--- src/rtl/gpio_pkg.sv ---
// Shared address-map helpers and change-detect encodings for the GPIO controller.
package gpio_pkg;

  localparam int EDGE_RISE = 0;
  localparam int EDGE_FALL = 1;
  localparam int EDGE_ANY  = 2;

  function automatic int gpo_idx(input int num_in, input int j);
    return num_in + j;
  endfunction

  function automatic int stat_idx(input int num_in, input int num_out);
    return num_in + num_out;
  endfunction

  function automatic int mask_idx(input int num_in, input int num_out);
    return num_in + num_out + 1;
  endfunction

endpackage

--- src/rtl/gpio_in_chan.sv ---
// One GPIO input channel: 2-flop synchroniser, previous-value register and
// change-detect flag.
module gpio_in_chan
  import gpio_pkg::*;
#(
  parameter int DATA_W    = 32,
  parameter int EDGE_MODE = EDGE_RISE
) (
  input  logic              clk,
  input  logic              rst,
  input  logic [DATA_W-1:0] pin_i,
  output logic [DATA_W-1:0] sync_o,
  output logic              detect_o
);

  logic [DATA_W-1:0] sync1_q, sync2_q, prev_q;

  always_ff @(posedge clk or posedge rst) begin
    if (rst) begin
      sync1_q <= '0;
      sync2_q <= '0;
      prev_q  <= '0;
    end else begin
      sync1_q <= pin_i;
      sync2_q <= sync1_q;
      prev_q  <= sync2_q;
    end
  end

  always_comb begin
    detect_o = 1'b0;
    if (EDGE_MODE == EDGE_FALL)     detect_o = |(~sync2_q & prev_q);
    else if (EDGE_MODE == EDGE_ANY) detect_o = |(sync2_q ^ prev_q);
    else                            detect_o = |(sync2_q & ~prev_q);
  end

  assign sync_o = sync2_q;

endmodule

--- src/rtl/gpio_ctrl.sv ---
// Memory-mapped GPIO controller: synchronised inputs, output registers,
// write-1-to-clear change status, interrupt mask and registered irq.
module gpio_ctrl
  import gpio_pkg::*;
#(
  parameter int DATA_W    = 32,
  parameter int NUM_IN    = 2,
  parameter int NUM_OUT   = 2,
  parameter int ADDR_W    = 4,
  parameter int EDGE_MODE = 0
) (
  input  logic                      clk,
  input  logic                      rst,
  input  logic [ADDR_W-1:0]         A,
  input  logic                      WE,
  input  logic [DATA_W-1:0]         WD,
  output logic [DATA_W-1:0]         RD,
  input  logic [NUM_IN*DATA_W-1:0]  gpi,
  output logic [NUM_OUT*DATA_W-1:0] gpo,
  output logic                      irq
);

  localparam int STAT_IDX = stat_idx(NUM_IN, NUM_OUT);
  localparam int MASK_IDX = mask_idx(NUM_IN, NUM_OUT);

  logic [DATA_W-1:0] gpi_sync [NUM_IN];
  logic [NUM_IN-1:0] detect;
  logic [DATA_W-1:0] gpo_q [NUM_OUT];
  logic [DATA_W-1:0] gpo_d [NUM_OUT];
  logic [NUM_IN-1:0] stat_q, stat_d, mask_q, mask_d;
  logic              irq_q;
  logic [1:0]        warm_q;
  logic              armed;
  int                a_idx;

  for (genvar k = 0; k < NUM_IN; k++) begin : g_in
    gpio_in_chan #(.DATA_W(DATA_W), .EDGE_MODE(EDGE_MODE)) u_chan (
      .clk      (clk),
      .rst      (rst),
      .pin_i    (gpi[k*DATA_W +: DATA_W]),
      .sync_o   (gpi_sync[k]),
      .detect_o (detect[k])
    );
  end

  for (genvar j = 0; j < NUM_OUT; j++) begin : g_out
    assign gpo[j*DATA_W +: DATA_W] = gpo_q[j];
  end

  assign a_idx = int'(A);
  // STAT may only set once prev holds a real pin sample; before that the
  // synchroniser is still refilling from its zeroed reset state.
  assign armed = (warm_q == 2'd3);

  always_comb begin
    stat_d = (detect & {NUM_IN{armed}}) |
             (stat_q & ~((WE && a_idx == STAT_IDX) ? WD[NUM_IN-1:0] : '0));
    mask_d = (WE && a_idx == MASK_IDX) ? WD[NUM_IN-1:0] : mask_q;
    for (int j = 0; j < NUM_OUT; j++) begin
      gpo_d[j] = (WE && a_idx == gpo_idx(NUM_IN, j)) ? WD : gpo_q[j];
    end
  end

  always_comb begin
    RD = '0;
    for (int k = 0; k < NUM_IN; k++) begin
      if (a_idx == k) RD = gpi_sync[k];
    end
    for (int j = 0; j < NUM_OUT; j++) begin
      if (a_idx == gpo_idx(NUM_IN, j)) RD = gpo_q[j];
    end
    if (a_idx == STAT_IDX) RD[NUM_IN-1:0] = stat_q;
    if (a_idx == MASK_IDX) RD[NUM_IN-1:0] = mask_q;
  end

  always_ff @(posedge clk or posedge rst) begin
    if (rst) begin
      for (int j = 0; j < NUM_OUT; j++) gpo_q[j] <= '0;
      stat_q <= '0;
      mask_q <= '0;
      irq_q  <= 1'b0;
      warm_q <= 2'd0;
    end else begin
      for (int j = 0; j < NUM_OUT; j++) gpo_q[j] <= gpo_d[j];
      stat_q <= stat_d;
      mask_q <= mask_d;
      irq_q  <= |(stat_q & mask_q);
      if (!armed) warm_q <= warm_q + 2'd1;
    end
  end

  assign irq = irq_q;

endmodule

--- config.mk ---
export PLATFORM = sky130hd
export DESIGN_NAME = gpio_ctrl
export DESIGN_NICKNAME = d
export VERILOG_FILES = /design/src/rtl/gpio_pkg.sv /design/src/rtl/gpio_in_chan.sv /design/src/rtl/gpio_ctrl.sv
export SDC_FILE = /design/constraint.sdc
export NUM_CORES = 1
export LEC_CHECK = 0
export ABC_AREA = 1
export BUFFER_PORTS_ARGS = -buffer_cell sky130_fd_sc_hd__buf_2
export CAP_MARGIN = 15
export CORE_MARGIN = 2
export CORE_UTILIZATION = 49
export DETAILED_ROUTE_END_ITERATION = 10
export GPL_TIMING_DRIVEN = 0
export PLACE_DENSITY = 0.74
export SLEW_MARGIN = 15
export SYNTH_ARGS = -nofsm -noshare
export SYNTH_HDL_FRONTEND = slang
export SYNTH_SLANG_ARGS = --single-unit
--- constraint.sdc ---
create_clock -name clk -period 8.19 [get_ports clk]
set_input_delay 1.2285 -clock clk [delete_from_list [all_inputs] [get_ports clk]]
set_output_delay 1.2285 -clock clk [all_outputs]
set_load 0.03 [all_outputs]
==> reports/qor.csv <==
stage,metric,value,unit
run_status,status,"complete, no violations",
power_and_ir_drop,sw_frac_of_total,27.3,%
detailed_routing,routed_wirelength,23.8,mm
detailed_routing,met3_length,1.61,mm
floorplan,die_w,141,microns
clock_tree,ctsHoldBuffers,0,
timing,finalMaxSlewViolations,0,
placement,gp_congestion,0.862,
timing,setup_viol,0,
detailed_routing,firstDrtPassIters,5,
setup_path,reg2reg_to,stat_q[1],
global_route,grt_pass1_wl,36.8,mm
timing,totalNegativeSetupSlack,0,ps
min_path,hold_end,g_in[1].u_chan.sync_o[12],
clock_tree,clock_latency,530,ps
setup_path,cp.required,6960,ps
placement,portBuffers,199,
detailed_routing,route.top_layer_used,met4,
timing,rsz0062_at_grt,false,
yosys,syn_area,9250,sq um
clock_tree,cts_tree,built,
power_and_ir_drop,peakVddDrop,160,uV
yosys,synth_edf_count,0,
setup_path,crit-reg2reg-launch,g_in[1].u_chan.sync_o[15],
min_path,worstHoldStart,g_in[1].u_chan.sync1_q[12],
timing,timing.final.hold_violations,0,
power_and_ir_drop,p_leak,6.10,nW
clock_tree,cts_setup_buffers,0,
detailed_routing,route.detailed.drc,0,
yosys,yosys-top-cells-area,"dfrtp_1, nand2_1, inv_1",
setup_path,r2r_slack,6900,ps
final_layout,fin_area,11700,sq um
placement,placedInstanceArea,10700,sq um
power_and_ir_drop,p_seq_share,45.6,%
clock_tree,clkSinkCount,263,
detailed_routing,vias_per_cell,5.10,
final_layout,area_delta_synth_final,26.5,%
yosys,yosysWarnings,0,
yosys,synthFlopType,dfrtp_1,
clock_tree,clockBufferDepth,3,
floorplan,core_area,18600,sq um
global_route,antenna_found_initial,1,
timing,slew_headroom,46.0,%
setup_path,path_class,in2out,
global_route,grt_max_degree,39,
setup_path,cp.arrival,2930,ps
yosys,synth_top_area_cell,dfrtp_1,
floorplan,die_h,141,microns
clock_tree,cts_resized,0,
floorplan,placementRows,50,
power_and_ir_drop,power_switching,896,uW
placement,dpl.hpwl,16.7,mm
detailed_routing,ant_nets,0,
timing,period_minus_slack,4160,ps
yosys,yosysSeqAreaShare,71.2,%
detailed_routing,routed-wl-met2,11.5,mm
timing,finalWorstSetupSlack,4030,ps
detailed_routing,num_vias,6717,
global_route,grtUsageTotal,24.2,%
yosys,syn_inst,826,
detailed_routing,wl_met1,9.72,mm
placement,dp_slack,4050,ps
timing,worst_pin_slew,811,ps
timing,finalCritPeriodShare,50.8,%
yosys,synth_top_area_share,71.2,%
flow_run,maxCapViolations,0,
yosys,synth_most_common_cell,dfrtp_1,
power_and_ir_drop,intPower,2.39,mW
min_path,holdPathStages,0,
yosys,yosys_register_bits,263,
clock_tree,cts_buffers,27,
final_layout,drive_above_1_share,29.2,%
global_route,grt_overflow,0,
clock_tree,htree_levels,1,
setup_path,cp-end-kind,output pin,
clock_tree,cts.clk_slew.worst_paths,60,ps
yosys,syn-mean-instance-area,11.2,sq um
timing,skew,9.83,ps
detailed_routing,drt_iter0_drc,390,
yosys,async_reset_ff_share,100,%
min_path,hold_path_class,reg2reg,
setup_path,reg2regPathDepth,8,
setup_path,cp_max_fo,10,
yosys,synth_commonest_cells,"dfrtp_1, nand2_1, inv_1",
clock_tree,clock-root-buffer,clkbuf_16,
power_and_ir_drop,powerDensity,280,nW/um^2
floorplan,dieArea,20000,sq um
floorplan,start_util,49.6,%
floorplan,ios,200,
yosys,synth_nets,930,
detailed_routing,wire_per_inst,18.1,microns
global_route,grt_pass1_vias,6792,
power_and_ir_drop,combPwrFrac,13.9,%
final_layout,finalNetCount,1166,
timing,max_freq,240,MHz
setup_path,cp-start-kind,input port,
yosys,synthDistinctLibCells,26,
power_and_ir_drop,p_clk_share,40.5,%
==> placed cells by master, fill, tap and decap left out, drive strengths merged <==
cell type / instances
a21oi: 2
a22o: 1
a31oi: 7
buf: 228
bufinv: 5
clkbuf: 45
clkinv: 3
clkinvlp: 4
dfrtp: 263
diode: 1
ha: 1
inv: 103
mux2: 1
nand2: 223
nand3: 63
nand4: 23
nor2: 24
nor4: 1
o2111ai: 2
o21ai: 73
o22ai: 7
o31ai: 2
xnor2: 1
==> cells by family (layout without fill, tap and decap cells) <==
group | after synthesis | after routing | share of synthesized area [%]
simple gates | 334 | 334 | 15.6
buf+inv | 132 | 388 | 6.17
other cells | 0 | 1 | 0
xor+xnor | 1 | 1 | 0.0947
mux | 1 | 1 | 0.122
fa+ha+maj | 1 | 1 | 0.135
compound gates | 94 | 94 | 6.75
flops | 263 | 263 | 71.2
==> per-layer routing <==
layer | global-route usage, % | vias up
met3 | 4.96 | 68
met2 | 39.3 | 262
met4 | 10.3 | 0
li1 | - | 3096
met1 | 32.2 | 3291
met5 | 0 | -
==> worst max path at each step <==
| stage | startpoint | end | slack (ps) |
|---|---|---|---|
| 2_1_floorplan | rst | g_in[0].u_chan.prev_q[0] | 3490 |
| 3_3_place_gp | rst | g_in[0].u_chan.sync_o[3] | 2200 |
| 3_5_place_dp | A[3] | RD[20] | 4050 |
| 4_1_cts | A[3] | RD[20] | 4050 |
| 5_1_grt | A[3] | RD[20] | 3950 |
| 6_report | A[3] | RD[20] | 4030 |
==> sequential cells by signal (all words and copies together) (netlist names) <==
register	flops
g_in.u_chan.prev_q	64
mask_q	2
g_in.u_chan.sync_o	64
warm_q	2
gpo	64
g_in.u_chan.sync1_q	64
stat_q	2
irq	1
==> worst max-delay path: stages <==
cell and delay (ps):
buf_2 130, nor2_4 140, buf_6 160, clkbuf_1 620, nand3_1 240, o2111ai_1 150, buf_2 250
==> per-stage QoR <==
stage                     hold slack [ps]  power [mW]  utilization [%]  cells
after global placement                331        1.95             56.5   1259
after floorplan                       331        1.79                -    826
after CTS                             346        3.30             62.8   1316
after global routing                  351        3.41             62.8   1317
after detailed placement              335        1.98             57.4   1267
final                                 347        3.28             62.8   1317
==> power groups by stage <==
stage / Clock, mW / Combinational, mW / Sequential, mW
after floorplan: 0 / 0.160 / 1.63
after global placement: 0 / 0.441 / 1.51
after detailed placement: 0 / 0.459 / 1.52
after CTS: 1.35 / 0.460 / 1.50
after global routing: 1.41 / 0.494 / 1.51
final: 1.33 / 0.457 / 1.50
==> cell type report <==
type	count	area, sq um
clock buffers	37	793
plain buffers	29	179
repair buffers	207	1160
clock inverters	12	196
fillers	1507	6940
diodes	1	2.50
flip-flops and latches	263	6580
well taps	234	293
multi-input cells	431	2100
inverters	103	395
Note: power is estimated with default switching activity, not from simulation.
